**src/rtl/mem_arbiter.sv**
```systemverilog
// mem_arbiter: one shared bus between fetch and data ports, MEM priority with a fetch starvation guard
module mem_arbiter #(
    parameter int ADDR_W = 32,
    parameter int DATA_W = 32
) (
    input  logic                clk,
    input  logic                rst,
    input  logic                if_req_i,
    input  logic [ADDR_W-1:0]   if_addr_i,
    output logic [DATA_W-1:0]   if_data_o,
    output logic                if_ack_o,
    input  logic                mem_req_i,
    input  logic                mem_we_i,
    input  logic [DATA_W/8-1:0] mem_sel_i,
    input  logic [ADDR_W-1:0]   mem_addr_i,
    input  logic [DATA_W-1:0]   mem_wdata_i,
    output logic [DATA_W-1:0]   mem_rdata_o,
    output logic                mem_ack_o,
    output logic                bus_req_o,
    output logic                bus_we_o,
    output logic [DATA_W/8-1:0] bus_sel_o,
    output logic [ADDR_W-1:0]   bus_addr_o,
    output logic [DATA_W-1:0]   bus_wdata_o,
    input  logic [DATA_W-1:0]   bus_rdata_i,
    input  logic                bus_ack_i,
    output logic [5:0]          stall_o
);
    localparam int SEL_W = DATA_W / 8;
    typedef enum logic [2:0] {IDLE, BUS_IF, BUS_MEM, RESP_IF, RESP_MEM} state_t;
    state_t state_q, state_d;
    logic last_mem_q, last_mem_d;
    logic bus_we_q, bus_we_d;
    logic [SEL_W-1:0] bus_sel_q, bus_sel_d;
    logic [ADDR_W-1:0] bus_addr_q, bus_addr_d;
    logic [DATA_W-1:0] bus_wdata_q, bus_wdata_d;
    logic [DATA_W-1:0] rdata_q, rdata_d;
    logic grant_if, grant_mem, in_bus;
    always_comb begin
        grant_if = state_q == IDLE && if_req_i && (!mem_req_i || last_mem_q);
        grant_mem = state_q == IDLE && mem_req_i && !grant_if;
        in_bus = state_q == BUS_IF || state_q == BUS_MEM;
    end
    always_ff @(posedge clk) begin
        if (rst) state_q <= IDLE;
        else state_q <= state_d;
    end
    always_comb begin
        state_d = state_q;
        case (state_q)
            IDLE:    state_d = grant_mem ? BUS_MEM : grant_if ? BUS_IF : IDLE;
            BUS_IF:  state_d = bus_ack_i ? RESP_IF : BUS_IF;
            BUS_MEM: state_d = bus_ack_i ? RESP_MEM : BUS_MEM;
            default: state_d = IDLE;
        endcase
    end
    always_comb begin
        last_mem_d = (grant_if || grant_mem) ? grant_mem : last_mem_q;
        bus_we_d = grant_mem ? mem_we_i : grant_if ? 1'b0 : bus_we_q;
        bus_sel_d = grant_mem ? mem_sel_i : grant_if ? {SEL_W{1'b1}} : bus_sel_q;
        bus_addr_d = grant_mem ? mem_addr_i : grant_if ? if_addr_i : bus_addr_q;
        bus_wdata_d = grant_mem ? mem_wdata_i : grant_if ? '0 : bus_wdata_q;
        rdata_d = (in_bus && bus_ack_i) ? bus_rdata_i : rdata_q;
    end
    always_ff @(posedge clk) begin
        if (rst) begin
            last_mem_q <= 1'b0;
            bus_we_q <= 1'b0;
            bus_sel_q <= '0;
            bus_addr_q <= '0;
            bus_wdata_q <= '0;
            rdata_q <= '0;
        end else begin
            last_mem_q <= last_mem_d;
            bus_we_q <= bus_we_d;
            bus_sel_q <= bus_sel_d;
            bus_addr_q <= bus_addr_d;
            bus_wdata_q <= bus_wdata_d;
            rdata_q <= rdata_d;
        end
    end
    always_comb begin
        bus_req_o = in_bus;
        if_ack_o = state_q == RESP_IF;
        mem_ack_o = state_q == RESP_MEM;
        stall_o = (mem_req_i && !mem_ack_o) ? 6'b011111 :
                  (if_req_i && !if_ack_o) ? 6'b000111 : 6'b000000;
    end
    assign bus_we_o = bus_we_q;
    assign bus_sel_o = bus_sel_q;
    assign bus_addr_o = bus_addr_q;
    assign bus_wdata_o = bus_wdata_q;
    assign if_data_o = rdata_q;
    assign mem_rdata_o = rdata_q;
endmodule

```
**config.mk**
```make
export PLATFORM = sky130hd
export DESIGN_NAME = mem_arbiter
export DESIGN_NICKNAME = d
export VERILOG_FILES = /design/src/rtl/mem_arbiter.sv
export SDC_FILE = /design/constraint.sdc
export NUM_CORES = 1
export LEC_CHECK = 0
export CORE_ASPECT_RATIO = 1.4
export CORE_MARGIN = 1
export CORE_UTILIZATION = 39
export CTS_CLUSTER_SIZE = 8
export DETAILED_ROUTE_END_ITERATION = 8
export PLACE_DENSITY = 0.82
export SYNTH_ARGS = -nofsm -noshare
export SYNTH_HDL_FRONTEND = slang
export SYNTH_SLANG_ARGS = --single-unit
```
**constraint.sdc**
```tcl
create_clock -name clk -period 1.9 [get_ports clk]
set_clock_uncertainty 0.15 [all_clocks]
set_input_delay 0.57 -clock clk [delete_from_list [all_inputs] [get_ports clk]]
set_output_delay 0.57 -clock clk [all_outputs]
set_load 0.05 [all_outputs]
```
== Yosys cells after proc, flatten, opt, wreduce, memory -nomap -nowiden ==
Cells that the tools add are included.
Word-level totals
  input bits: 138
  output and inout bits: 142
  register bits: 105
  word-level logic and storage cells: 42
Cells by class
  equal/unequal tests: 4
  multiplexer cells: 15
  reduce and logical (&&, ||, !) cells: 16
Operators with widths (count)
  2-to-1 mux 32 bit: 4
  one-hot mux 3 bit (3 select lines): 1
  2-to-1 mux 4 bit: 2
  logical AND 1 bit: 7
  == test 3 x 2 -> 1 bit, second input constant: 2
  2-to-1 mux 3 bit: 2
  2-to-1 mux 5 bit: 1
  logical NOT 1 bit: 4
  2-to-1 mux 2 bit: 2
  == test 3 x 1 -> 1 bit, second input constant: 1
  == test 3 bit, second input constant: 1
  logical NOT 3 bit: 1
  logical OR 1 bit: 3
  2-to-1 mux 1 bit: 3
  nonzero test 2 bit: 1

== Longest topological paths before layout ==
  depth after elaboration: 7
  gate-level depth with buffers: 6
  mapped depth without buffers: 3

== Least setup slack after synthesis ==
Ideal clock, no wire load.
  path kind: reg2out
  start: reg state_q[2]
  end: out stall_o[1]
  required time: 1180 ps
  stages on the path, launching flop included: 6
  path slack: -2024 ps
  data arrival time: 3204 ps
  path buffers: 2
  path through: dfxtp_1 buf_2 nor3b_1 nor2b_1 nand2b_1 buf_4
On the way
  elaborated cells on any way between the ends: 8
  classes of those cells: eq/ne (2); mux (2); reduce/logical (4)
RTL lines
  start: declaration: RTL line 30  | state_t state_q, state_d;
  start signal: assignment: RTL line 45  | else state_q <= state_d;
  == test 3 bit: RTL line 84  | mem_ack_o = state_q == RESP_MEM;
  named net mem_ack_o: RTL line 18  | output logic mem_ack_o,
  logical NOT 1 bit: RTL line 85  | stall_o = (mem_req_i && !mem_ack_o) ? 6'b011111 :
  logical AND 1 bit: RTL line 85
  2-to-1 mux 5 bit: RTL line 85
  end: declaration: RTL line 26  | output logic [5:0] stall_o
The timed path passes the listed nets, and every way through them passes these cells.

== Final worst setup path ==
  start: reg state_q[1]
  end: reg bus_addr_q[10], in the netlist bus_addr_o[10]
On the way
  cells in the longest elaborated chain, start to end: 6
  elaborated cells on any way between the ends: 8
  classes of those cells: mux (1); reduce/logical (7)
RTL lines
  logical NOT 3 bit *: RTL line 39, 40
  logical AND 1 bit (2 in a row): RTL line 39  | grant_if = state_q == IDLE && if_req_i && (!mem_req_i || last_mem_q);
  logical NOT 1 bit: RTL line 40  | grant_mem = state_q == IDLE && mem_req_i && !grant_if;
  logical AND 1 bit: RTL line 40
  2-to-1 mux 32 bit or nonzero test 2 bit (tied branches)
  end signal: assignment: RTL line 76  | bus_addr_q <= bus_addr_d;
  end: declaration: RTL line 34  | logic [ADDR_W-1:0] bus_addr_q, bus_addr_d;
Mark *: on every way between the ends. The rest lies on a longest branch, timed or not.
A chain may end at the register's enable or synchronous reset.

==> results <==
kinds of logic (layout without fill, tap and decap cells):
family,count (synthesis),after routing,synth area share (%)
xor+xnor,1,1,0.178
mux,32,32,6.51
flops,105,105,42.7
buf+inv,97,347,12.1
other cells,1,2,0.0762
compound gates,173,173,20.4
simple gates,156,156,18.0
worst max-delay path, cell delays in order, from the launching register on:
cell	delay [ns]
sky130_fd_sc_hd__dfxtp_2	0.33
sky130_fd_sc_hd__buf_4	0.14
sky130_fd_sc_hd__buf_6	0.12
sky130_fd_sc_hd__buf_6	0.12
sky130_fd_sc_hd__nor3_4	0.21
sky130_fd_sc_hd__buf_6	0.18
sky130_fd_sc_hd__buf_6	0.11
sky130_fd_sc_hd__buf_12	0.13
sky130_fd_sc_hd__nand3_1	0.12
sky130_fd_sc_hd__a311oi_1	0.67
placed cells by master (no fill, tap or decap), types with 3 or more instances in the layout:
master                              n
sky130_fd_sc_hd__buf_12           153
sky130_fd_sc_hd__clkdlybuf4s50_1  134
sky130_fd_sc_hd__dfxtp_1          102
sky130_fd_sc_hd__nand2b_1          65
sky130_fd_sc_hd__a21oi_1           54
sky130_fd_sc_hd__o21ai_0           53
sky130_fd_sc_hd__nand3_1           48
sky130_fd_sc_hd__mux2i_1           32
sky130_fd_sc_hd__buf_4             22
sky130_fd_sc_hd__a311oi_2          18
sky130_fd_sc_hd__clkbuf_16         17
sky130_fd_sc_hd__a311oi_1          15
sky130_fd_sc_hd__a21oi_2           13
sky130_fd_sc_hd__nand3_2           13
sky130_fd_sc_hd__o21ai_1           11
sky130_fd_sc_hd__buf_6              8
sky130_fd_sc_hd__nor3_1             6
sky130_fd_sc_hd__a21oi_4            4
sky130_fd_sc_hd__nand3_4            4
sky130_fd_sc_hd__nor2_4             3
sky130_fd_sc_hd__buf_8              3
sky130_fd_sc_hd__dfxtp_2            3
worst max path at each step:
stage / from / to / slack [ns] / depth (start not counted)
6_report: state_q[1] / bus_addr_o[10] / -0.55 / 9
5_1_grt: state_q[1] / bus_addr_o[10] / -0.59 / 9
4_1_cts: state_q[1] / stall_o[1] / -0.29 / 5
3_5_place_dp: mem_req_i / bus_addr_o[1] / -0.44 / 6
3_3_place_gp: if_req_i / stall_o[0] / -0.36 / 4
2_1_floorplan: state_q[2] / stall_o[1] / -0.49 / 5
repair_timing:
item / CTS / global route
cloned: 2 / 11
buffers inserted: 6 / 10
hold buffers: 0 / 0
pin swaps: 5 / 39
gates resized for setup: 19 / 84
setup endpoints to repair: 57 / 46
cell type report:
type                            count  area (um^2)  area share, %
Sequential cell                   105         2110           20.6
Multi-Input combinational cell    363         2640           25.9
Clock buffer                       11          253           2.47
Antenna cell                        1         2.50         0.0245
Clock inverter                      5         77.6          0.759
Tap cell                          150          188           1.84
Timing Repair Buffer              331         4950           48.4
power groups by stage:
stage | Combinational [mW] | Sequential (mW) | Clock (mW)
after floorplan | 1.15 | 3.38 | 0
after detailed placement | 3.57 | 2.79 | 0
final | 4.32 | 2.78 | 2.07
after CTS | 3.72 | 2.74 | 2.06
after global placement | 3.49 | 2.77 | 0
after global routing | 4.42 | 2.80 | 2.18
metrics by stage:
| step | util (%) | instances | power [mW] | hold slack [ns] | setup TNS (ns) |
|---|---|---|---|---|---|
| 6_report | 83.0 | 966 | 9.17 | 0.361 | -4.03 |
| 5_1_grt | 83.0 | 966 | 9.40 | 0.391 | -5.84 |
| 4_1_cts | 77.8 | 947 | 8.53 | 0.364 | -1.65 |
| 3_5_place_dp | 73.8 | 924 | 6.36 | 0.355 | -31.59 |
| 3_3_place_gp | 73.8 | 924 | 6.25 | 0.346 | -25.14 |
| 2_1_floorplan | - | 565 | 4.54 | 0.355 | -1.67 |
routing by layer:
layer / up-vias / share of wire, % / wire length, um / GRT usage, %
li1: 2470 / - / - / -
met1: 2783 / 32 / 7660 / 29.0
met2: 400 / 53 / 12500 / 53.4
met3: 128 / 7.6 / 1800 / 5.75
met4: 0 / 7.5 / 1780 / 13.8
met5: - / 0 / 0 / 0
registers in the layout (all words and copies together) (netlist names):
register / count
if_data_o: 32
state_q: 3
last_mem_q: 1
bus_addr_o: 32
bus_wdata_o: 32
bus_sel_o: 4
bus_we_o: 1
cell usage after synthesis, drive strengths merged:
master and count:
a21bo 1, nand2b 66, and3 2, conb 1
nor3 9, nor3b 2, clkbuf 32, nor2 6
dfxtp 105, or2 1, nor2b 2, mux2i 32
a21oi 71, or3 1, o21ai 66, o22ai 1
xnor2 1, nand2 1, nor4 1, a311oi 33
nand3 65, a21boi 1, buf 65
==> results.md <==
* Number of standard cells after synthesis at 565
* Leading post-synthesis cells by cell area: sky130_fd_sc_hd__dfxtp_1 (43%), sky130_fd_sc_hd__nand2b_1 (8.4%), sky130_fd_sc_hd__a21oi_1 (7.2%), sky130_fd_sc_hd__nand3_1 (6.6%), sky130_fd_sc_hd__mux2i_1 (6.5%)
* Source of the worst hold timing path: bus_wdata_o[3]
* Area of the placeable core at 12,300 um^2
* Worst min path class: reg2reg
* Relative slew slack at 50.8%
* Count of H-tree levels built during CTS at 3
* Initial cell density of the core at 39.9%
* Die area at 13,100 um^2
* Number of cell instances on the worst register-to-register path at 9
* Endpoint of the worst-slack reg-to-reg timing path: bus_addr_o[10]
* Initial antenna violation count at 1
* Post-Layout Inst Area at 10,200 um^2
* Total Routing Usage GR at 28.1%
* Horiz. Die Dim at 96.9 um
* Share of layout cells above drive strength 1 at 35.0%
* Post-synthesis net count at 703
* Area share of the largest cell type after synthesis at 42.7%
* WL/cell at 24.6 um
* Final-stage net count at 948
* Number of failing setup endpoints in the final timing report at 34
* Internal cell power at 5.74 mW
* Growth of design area from synthesis to finish at 108%
* Area leader, netlist: sky130_fd_sc_hd__dfxtp_1
* Hold Violations, Final at 0
* Slew @ Worst Pin at 0.733 ns
* Violated checks: setup timing
* Combinational Power Share at 47.1%
* Library cell used as clock root buffer: sky130_fd_sc_hd__clkbuf_16
* Register-to-register path setup slack at -0.55 ns
* Largest fanout on the critical path at 8
* Synth Register Bits at 105
* Detailed placement HPWL at 13.6 mm
* Result of the run: finished, violations left
* Area of the mapped netlist at 4920 um^2
* Switching power at 3.42 mW
* Clock latency on the worst-skew pair at 0.35 ns
* End point of the most critical hold path: bus_wdata_o[3]
* Setup Slack @ Placement at -0.439 ns
* Layout filler cell count at 612
* Proportion of synthesized chip area in sequential cells at 42.7%
* Global-route wire length before repair at 29.2 mm
* Overflow after GRT at 0
* Clock tree buffer depth at 2
* Count of max-cap constraint violations at 0
* Largest net degree at the start of global routing at 54
* Hold Path Stages at 2
* TritonCTS buffer count at 9
* Post-place instance area at 9080 um^2
* Critical Path End Type: flop
* Count of cell types in the netlist at 30
* Wire length after detailed routing at 23.7 mm
* Portion of total power attributed to the clock network at 22.6%
* Switching fraction of total power at 37.4%
* DRC violations left at 0
* Top-level I/O count at 280
* Post-route fraction of the period consumed by the critical path at 129%
* Reg2Reg Launch Point: state_q[1]
* Post-layout min period at 2.45 ns
* Die Span Y at 135 um
* Placer's final routability congestion estimate at 0.791
* Vias in the first global route at 5,492
* Sequential Power Share at 30.3%
* Worst-path clk slew at 0.08 ns
* Number of DRC markers after the initial detailed-route iteration at 355
* Worst IR drop on VDD at 0.530 mV
* Antenna Nets Post-Route at 0
* Std-Cell Rows at 48
* Fin worst setup slack at -0.548 ns
* Clock tree from TritonCTS: built
* Total leakage power at 3.80 nW
* Unrepaired setup endpoints after global routing: true
* Number of pins with negative max-slew slack in the final report at 0
* Data required time at the worst endpoint at 1.93 ns
* Highest achievable clock rate at 408 MHz
* Number of synthesis warnings at 0
* Post-synthesis area per instance at 8.71 um^2
* Critical path start-end classification: reg2reg
* Setup crit start kind: flop
* Total power divided by cell area at 897 nW/um^2
* Post-detailed-route via-to-cell ratio at 5.98
* Vias after detailed routing at 5,781
* Number of port buffers at 278
* Data arrival time of the critical path at 2.48 ns
* Initial DRT Pass Iterations at 9
* Number of clock sinks at 105
Power figures use the tool's default switching activity.
